### src/rtl/alu_fpga_ctrl.sv
// Board-level sequencer for driving an ALU from DE2 keys and switches.
// Debounced keys step operand/opcode entry, execute once, and show results on paged HEX digits.
module alu_fpga_ctrl #(
  parameter int DATA_W          = 32,
  parameter int DIGITS          = 8,
  parameter int DEBOUNCE_CYCLES = 500000
) (
  input  logic                  CLOCK_50,
  input  logic                  nRST,
  input  logic [3:0]            KEY,
  input  logic [17:0]           SW,
  output logic [DATA_W-1:0]     alu_porta,
  output logic [DATA_W-1:0]     alu_portb,
  output logic [3:0]            alu_op,
  input  logic [DATA_W-1:0]     alu_out,
  input  logic                  alu_negative,
  input  logic                  alu_overflow,
  input  logic                  alu_zero,
  output logic [7*DIGITS-1:0]   HEX,
  output logic [7:0]            LEDR
);

  // state    | meaning
  // ENTER_A  | switches shown live, enter loads operand A
  // ENTER_B  | switches shown live, enter loads operand B
  // ENTER_OP | SW[3:0] shown, enter loads opcode
  // EXEC     | single cycle, result and flags captured
  // RESULT   | result shown, enter restarts, chain feeds result into A

  localparam int PAGES  = (DATA_W + 4*DIGITS - 1) / (4*DIGITS);
  localparam int PAGE_W = (PAGES > 1) ? $clog2(PAGES) : 1;
  localparam int EXT_W  = PAGES * 4 * DIGITS;
  localparam int CNT_W  = $clog2(DEBOUNCE_CYCLES);

  typedef enum logic [2:0] {ENTER_A, ENTER_B, ENTER_OP, EXEC, RESULT} state_t;

  state_t              state, state_nxt;
  logic [3:0]          sync1, sync2, deb, press;
  logic [CNT_W-1:0]    cnt [4];
  logic [DATA_W-1:0]   ext, res, disp_word;
  logic [EXT_W-1:0]    disp_ext;
  logic [4*DIGITS-1:0] page_nib;
  logic [2:0]          flags;
  logic [PAGE_W-1:0]   page;
  logic                enter, restart, page_p, chain;
  logic                ld_a_ext, ld_a_res, ld_b, ld_op, ld_res;
  logic                unused_sw;

  assign unused_sw = SW[17];
  assign enter     = press[0];
  assign restart   = press[1];
  assign page_p    = press[2];
  assign chain     = press[3];

  always_ff @(posedge CLOCK_50 or negedge nRST) begin
    if (!nRST) begin
      sync1 <= '1;
      sync2 <= '1;
    end else begin
      sync1 <= KEY;
      sync2 <= sync1;
    end
  end

  // Press pulse is registered alongside the level change so it lasts exactly one cycle.
  always_ff @(posedge CLOCK_50 or negedge nRST) begin
    if (!nRST) begin
      deb   <= '1;
      press <= '0;
      for (int k = 0; k < 4; k++) cnt[k] <= '0;
    end else begin
      for (int k = 0; k < 4; k++) begin
        press[k] <= 1'b0;
        if (sync2[k] != deb[k]) begin
          if (cnt[k] == CNT_W'(DEBOUNCE_CYCLES - 1)) begin
            deb[k]   <= sync2[k];
            cnt[k]   <= '0;
            press[k] <= ~sync2[k];
          end else begin
            cnt[k] <= cnt[k] + 1'b1;
          end
        end else begin
          cnt[k] <= '0;
        end
      end
    end
  end

  always_ff @(posedge CLOCK_50 or negedge nRST) begin
    if (!nRST) state <= ENTER_A;
    else       state <= state_nxt;
  end

  always_comb begin
    state_nxt = state;
    if (state == EXEC) begin
      state_nxt = RESULT;
    end else if (restart) begin
      state_nxt = ENTER_A;
    end else if (chain && state == RESULT) begin
      state_nxt = ENTER_B;
    end else if (enter) begin
      case (state)
        ENTER_A:  state_nxt = ENTER_B;
        ENTER_B:  state_nxt = ENTER_OP;
        ENTER_OP: state_nxt = EXEC;
        RESULT:   state_nxt = ENTER_A;
        default:  state_nxt = ENTER_A;
      endcase
    end
  end

  always_comb begin
    ld_a_ext = 1'b0;
    ld_a_res = 1'b0;
    ld_b     = 1'b0;
    ld_op    = 1'b0;
    ld_res   = (state == EXEC);
    if (!restart) begin
      ld_a_res = chain && (state == RESULT);
      ld_a_ext = enter && (state == ENTER_A);
      ld_b     = enter && (state == ENTER_B);
      ld_op    = enter && (state == ENTER_OP);
    end
  end

  always_comb begin
    ext       = {DATA_W{SW[16]}};
    ext[15:0] = SW[15:0];
  end

  always_ff @(posedge CLOCK_50 or negedge nRST) begin
    if (!nRST) begin
      alu_porta <= '0;
      alu_portb <= '0;
      alu_op    <= '0;
      res       <= '0;
      flags     <= '0;
      page      <= '0;
    end else begin
      if (ld_a_res)      alu_porta <= res;
      else if (ld_a_ext) alu_porta <= ext;
      if (ld_b)   alu_portb <= ext;
      if (ld_op)  alu_op    <= SW[3:0];
      if (ld_res) begin
        res   <= alu_out;
        flags <= {alu_negative, alu_overflow, alu_zero};
      end
      if (page_p) begin
        if (page == PAGE_W'(PAGES - 1)) page <= '0;
        else                            page <= page + 1'b1;
      end
    end
  end

  always_comb begin
    case (state)
      ENTER_A, ENTER_B: disp_word = ext;
      ENTER_OP:         disp_word = DATA_W'(SW[3:0]);
      default:          disp_word = res;
    endcase
  end

  // Zero-padded so nibbles past DATA_W on the last page show as 0.
  assign disp_ext = EXT_W'(disp_word);

  always_comb begin
    page_nib = '0;
    for (int p = 0; p < PAGES; p++)
      if (page == PAGE_W'(p)) page_nib = disp_ext[p*4*DIGITS +: 4*DIGITS];
  end

  function automatic logic [6:0] seg7(input logic [3:0] n);
    case (n)
      4'h0: seg7 = 7'b1000000;
      4'h1: seg7 = 7'b1111001;
      4'h2: seg7 = 7'b0100100;
      4'h3: seg7 = 7'b0110000;
      4'h4: seg7 = 7'b0011001;
      4'h5: seg7 = 7'b0010010;
      4'h6: seg7 = 7'b0000010;
      4'h7: seg7 = 7'b1111000;
      4'h8: seg7 = 7'b0000000;
      4'h9: seg7 = 7'b0010000;
      4'hA: seg7 = 7'b0001000;
      4'hB: seg7 = 7'b0000011;
      4'hC: seg7 = 7'b0100111;
      4'hD: seg7 = 7'b0100001;
      4'hE: seg7 = 7'b0000110;
      default: seg7 = 7'b0001110;
    endcase
  endfunction

  always_ff @(posedge CLOCK_50 or negedge nRST) begin
    if (!nRST) begin
      HEX  <= '1;
      LEDR <= 8'b0000_1000;
    end else begin
      for (int k = 0; k < DIGITS; k++) HEX[7*k +: 7] <= seg7(page_nib[4*k +: 4]);
      LEDR <= {page[0], state == RESULT, state == ENTER_OP, state == ENTER_B,
               state == ENTER_A, flags};
    end
  end

endmodule

### config.mk
export PLATFORM = sky130hd
export DESIGN_NAME = alu_fpga_ctrl
export DESIGN_NICKNAME = d
export VERILOG_FILES = /design/src/rtl/alu_fpga_ctrl.sv
export SDC_FILE = /design/constraint.sdc
export NUM_CORES = 1
export LEC_CHECK = 0
export BUFFER_PORTS_ARGS = -buffer_cell sky130_fd_sc_hd__clkbuf_2
export CAP_MARGIN = 10
export CORE_MARGIN = 2
export CORE_UTILIZATION = 57
export CTS_BUF_LIST = sky130_fd_sc_hd__clkbuf_4 sky130_fd_sc_hd__clkbuf_8 sky130_fd_sc_hd__clkbuf_16
export DETAILED_ROUTE_END_ITERATION = 16
export PLACE_DENSITY = 0.81
export SLEW_MARGIN = 0
export SYNTH_ARGS = -nofsm -noshare
export SYNTH_HDL_FRONTEND = slang
export SYNTH_SLANG_ARGS = --single-unit
### constraint.sdc
create_clock -name CLOCK_50 -period 2.85 [get_ports CLOCK_50]
set_input_delay 0.57 -clock CLOCK_50 [delete_from_list [all_inputs] [get_ports CLOCK_50]]
set_output_delay 0.57 -clock CLOCK_50 [all_outputs]
set_load 0.1 [all_outputs]
==> metrics.sh <==
SYNTH.NET_COUNT=1146
POWER-PER-CELL-AREA_mW_PER_MM2=572.8
WORSTMARGINPINSLEW_NS=1.044
DETAIL_ROUTE.DRC_VIOLATIONS=0
MIN_PERIOD_OVER_PERIOD=0.8881
R2R_START='state[1]$_DFFE_PN0P_'
POST_CTS.REPAIR.SETUP_BUFFERS=0
PORTBUFFERS=187
NUM_VIAS=8595
AVGVIACOUNTPERCELL=5.757
HOLD_CLASS='in2async'
YOSYSUNIQUECELLTYPES=71
CRIT_PATH_END_KIND='flop'
LEAKAGE_uW=0.005973
DPL.HPWL_MM=17.75
DOMINANTREGCELLSYNTH='dfrtp_1'
GPL.FINAL_WEIGHTED_CONGESTION=0.9377
GRT-OVFL-TOTAL=0
FILLCELLCOUNT=1414
PLACEDCELLCOUNT=1449
NUMBER_OF_WARNINGS_ISSUED_BY_YOSYS=0
P_TOTAL_uW=7532
CP_MAX_FO=14
LAYOUT_MIN_CYCLE_TIME_NS=2.531
CP-START-KIND='flop'
ARRIVAL_TIME_OF_DATA_AT_THE_CRITICAL_PATH_ENDPOINT_NS=2.97
DIE_H_UM=143.4
SYNTH_EDF_COUNT=0
POWER.COMBINATIONAL.FRACTION=0.133
MOSTFREQUENTLAYOUTCELL='clkbuf_2'
CTS-ROOT-TO-SINK-BUFFERS=3
FINALNONFILLERCELLS=1493
GRT_START_MAX_NET_PINS=90
SYNTHDOMINANTCELLAREASHARE=0.3546
SYNTH_AREA_LEADERS='dfrtp_1 35%, dfstp_2 16%, mux2_2 6.3%, ha_1 5.9%, nor2_1 3.3%'
FIN_WS_NS=0.3189
RSZ0062_AT_GRT='no'
REG2REGPATHDEPTH=10
FINAL_NETS=1326
FINAL_HOLD_VIOL_COUNT=0
TIMING.MAX_SLEW.REL_SLACK=0.3018
MAXCLOCKFREQUENCY_GHz=0.3951
INTERNAL_POWER_uW=5459
CRIT_SLOWEST_CELL='dfrtp_1'
TIMING.CRITICAL_PATH.REQUIRED_NS=3.29
PWR-SHARE-SEQ=0.451
REG2REG_SETUP_SLACK_NS=0.32
NUMCTSBUFFERS=24
TIMING_MAX_TRANSITION_VIOLATIONS_FINAL=0
N_ANTENNA_CELL=0
DETAIL_ROUTE.WL_PER_CELL_UM=16.91
DRV_CAP=0
CLOCK-SKEW-FINAL_NS=0.01353
HTREEDEPTH=1
GRT_ANTENNA_BEFORE_REPAIR=0
CRITICAL_PATH.CELL_CHAIN='buf_4 > nor2_2 > nand2_1 > o21ai_0 > inv_1 > ha_1 > nor2b_1 > a31oi_1 > o221ai_1 > o21a_1'
CORE_AREA_MM2=0.01889
CLOCK_TREE_FROM_TRITONCTS='built'
DIEAREA_MM2=0.02057
SYNTH_AREA_LEADER_CELL='dfrtp_1'
CLKSLEWWORSTSETUPHOLDPATHS_NS=0.06
SYN_AREA_PER_CELL_UM2=10.70
POSTCTSHOLDBUFS=0
REG2REG_TO='HEX[31]$_DFF_PN1_'
STATUS='complete, no violations'
DETAIL_ROUTE.FIRST_PASS.ITERATIONS=5
WORST_SKEW_PAIR.LATE_LATENCY_NS=0.52
DRT_ITER0_MARKERS=430
SEQUENTIAL_SHARE_OF_THE_SYNTHESIZED_AREA=0.5111
SYN2LAYOUT_AREA_GROWTH_PCT=18.69
HORIZONTAL_DIE_DIMENSION_UM=143.4
POWER.NET_SWITCHING_uW=2073
NUM_IO_PINS=191
CRITPATHMAXSTAGEDELAY_NS=0.39
START_UTIL=0.5864
PATH_CLASS='reg2reg'
SYNTH.CELL_AREA_MM2=0.01108
YS_ASYNC_SR_FRACTION=1.000
SYNTH_CELLS=1035
YS_SEQ_ELEMENTS=223
GRTUSAGETOTAL=0.2442
CRIT_PATH_FROM='state[1]$_DFFE_PN0P_'
GRT_PASS1_WL_MM=40.45
GRT_PASS1_VIAS=8045
TNS_NS=0
CORE.ROWCOUNT=50
CTS_REPAIR_RESIZE_COUNT=0
FINALSETUPVIOLCOUNT=0
FINAL_ANTENNA_NET_COUNT=0
DETAIL_ROUTE.WIRELENGTH_MM=25.25
CTS.ROOT.BUFFER_CELL='clkbuf_16'
POWER.IR.VDD_WORST_mV=0.5494
CLOCK_SINKS=223
SWITCHING_SHARE=0.2752
CRIT_END='HEX[31]$_DFF_PN1_'
LAYOUT-DRIVE-GT1-SHARE=0.3374
POWER.CLOCK.FRACTION=0.416
PLACE_WS_NS=0.3278
LAYOUT.CELLS.MOST_COMMON_LIST='186 x clkbuf_2, 157 x dfrtp_1, 96 x nor2_1, 88 x nand2_1, 66 x dfstp_2'
state kept, by name (all words and copies together) (netlist names):
register   count
sync2          3
deb            3
sync1          3
press          3
flags          3
alu_porta     32
state          3
res           32
LEDR           7
alu_portb     17
alu_op         4
cnt           57
HEX           56
cell families after synthesis:
group / synth area share
fa+ha+maj: 0.05872
mux: 0.08108
xor+xnor: 0.03478
simple gates: 0.1479
other cells: 0.0003385
flops: 0.5111
compound gates: 0.1245
buf+inv: 0.04156
critical path, delay by kind of cell (launching register included):
family | cells | cell delay [ns]
DFF | 1 | 0.39
adders and majority gates | 1 | 0.28
and+or+nand+nor | 3 | 0.69
buffers and inverters | 2 | 0.35
AOI/OAI and AO/OA | 4 | 0.76
metrics by stage:
stage                     utilization  hold slack [ns]  instance area [um2]
after floorplan                     -           0.2744                11080
after global placement         0.6526           0.3468                12330
after detailed placement       0.6526           0.3475                12330
after CTS                      0.6960          0.08289                13150
after global routing           0.6960           0.1161                13150
final                          0.6960          0.05675                13150
metal layers:
layer / wire, um / share of wire / GRT usage
met5: 0 / 0 / 0
met4: 658 / 0.026 / 0.07843
met3: 1651 / 0.065 / 0.03832
met1: 10640 / 0.42 / 0.3308
met2: 12300 / 0.49 / 0.4058
how the worst min path moves through the flow:
stage / start / endpoint / slack (ns) / cells past startpoint
after CTS: nRST / res[26]$_DFFE_PN0P_ / 0.08 / 1
after global routing: nRST / res[26]$_DFFE_PN0P_ / 0.12 / 1
final: nRST / alu_porta[27]$_DFFE_PN0P_ / 0.06 / 1
after floorplan: nRST / LEDR[0]$_DFF_PN0_ / 0.27 / 0
after global placement: sync1[1]$_DFF_PN1_ / sync2[1]$_DFF_PN1_ / 0.35 / 0
after detailed placement: sync1[0]$_DFF_PN1_ / sync2[0]$_DFF_PN1_ / 0.35 / 0
synthesized netlist by cell type, types with 20 or more instances:
library cell,count
a21oi_1,38
a22oi_1,23
clkbuf_1,39
dfrtp_1,157
dfstp_2,66
ha_1,52
inv_1,37
mux2_2,62
mux2i_1,20
nand2_1,89
nand3_1,34
nor2_1,98
nor3_1,20
o21ai_0,29
xnor2_1,35
area by class of cell:
cell class                 instances  area, um2  area share
sequential                       223       5663      0.4306
timing repair buffer             219       1211     0.09210
clock buffer                      38      760.7     0.05785
multi-input combinational        710       4991      0.3795
tap                              260      325.3     0.02474
inverter                          37      138.9     0.01056
clock inverter                     6      60.06    0.004567
power by group through the flow:
stage	clock network (uW)	registers [uW]	logic, uW
3_3_place_gp	0	3440	990
2_1_floorplan	0	3920	280
4_1_cts	3200	3390	1010
3_5_place_dp	0	3450	1010
6_report	3130	3400	1000
5_1_grt	3340	3410	1070
Note: power is estimated with default switching activity, not from simulation.
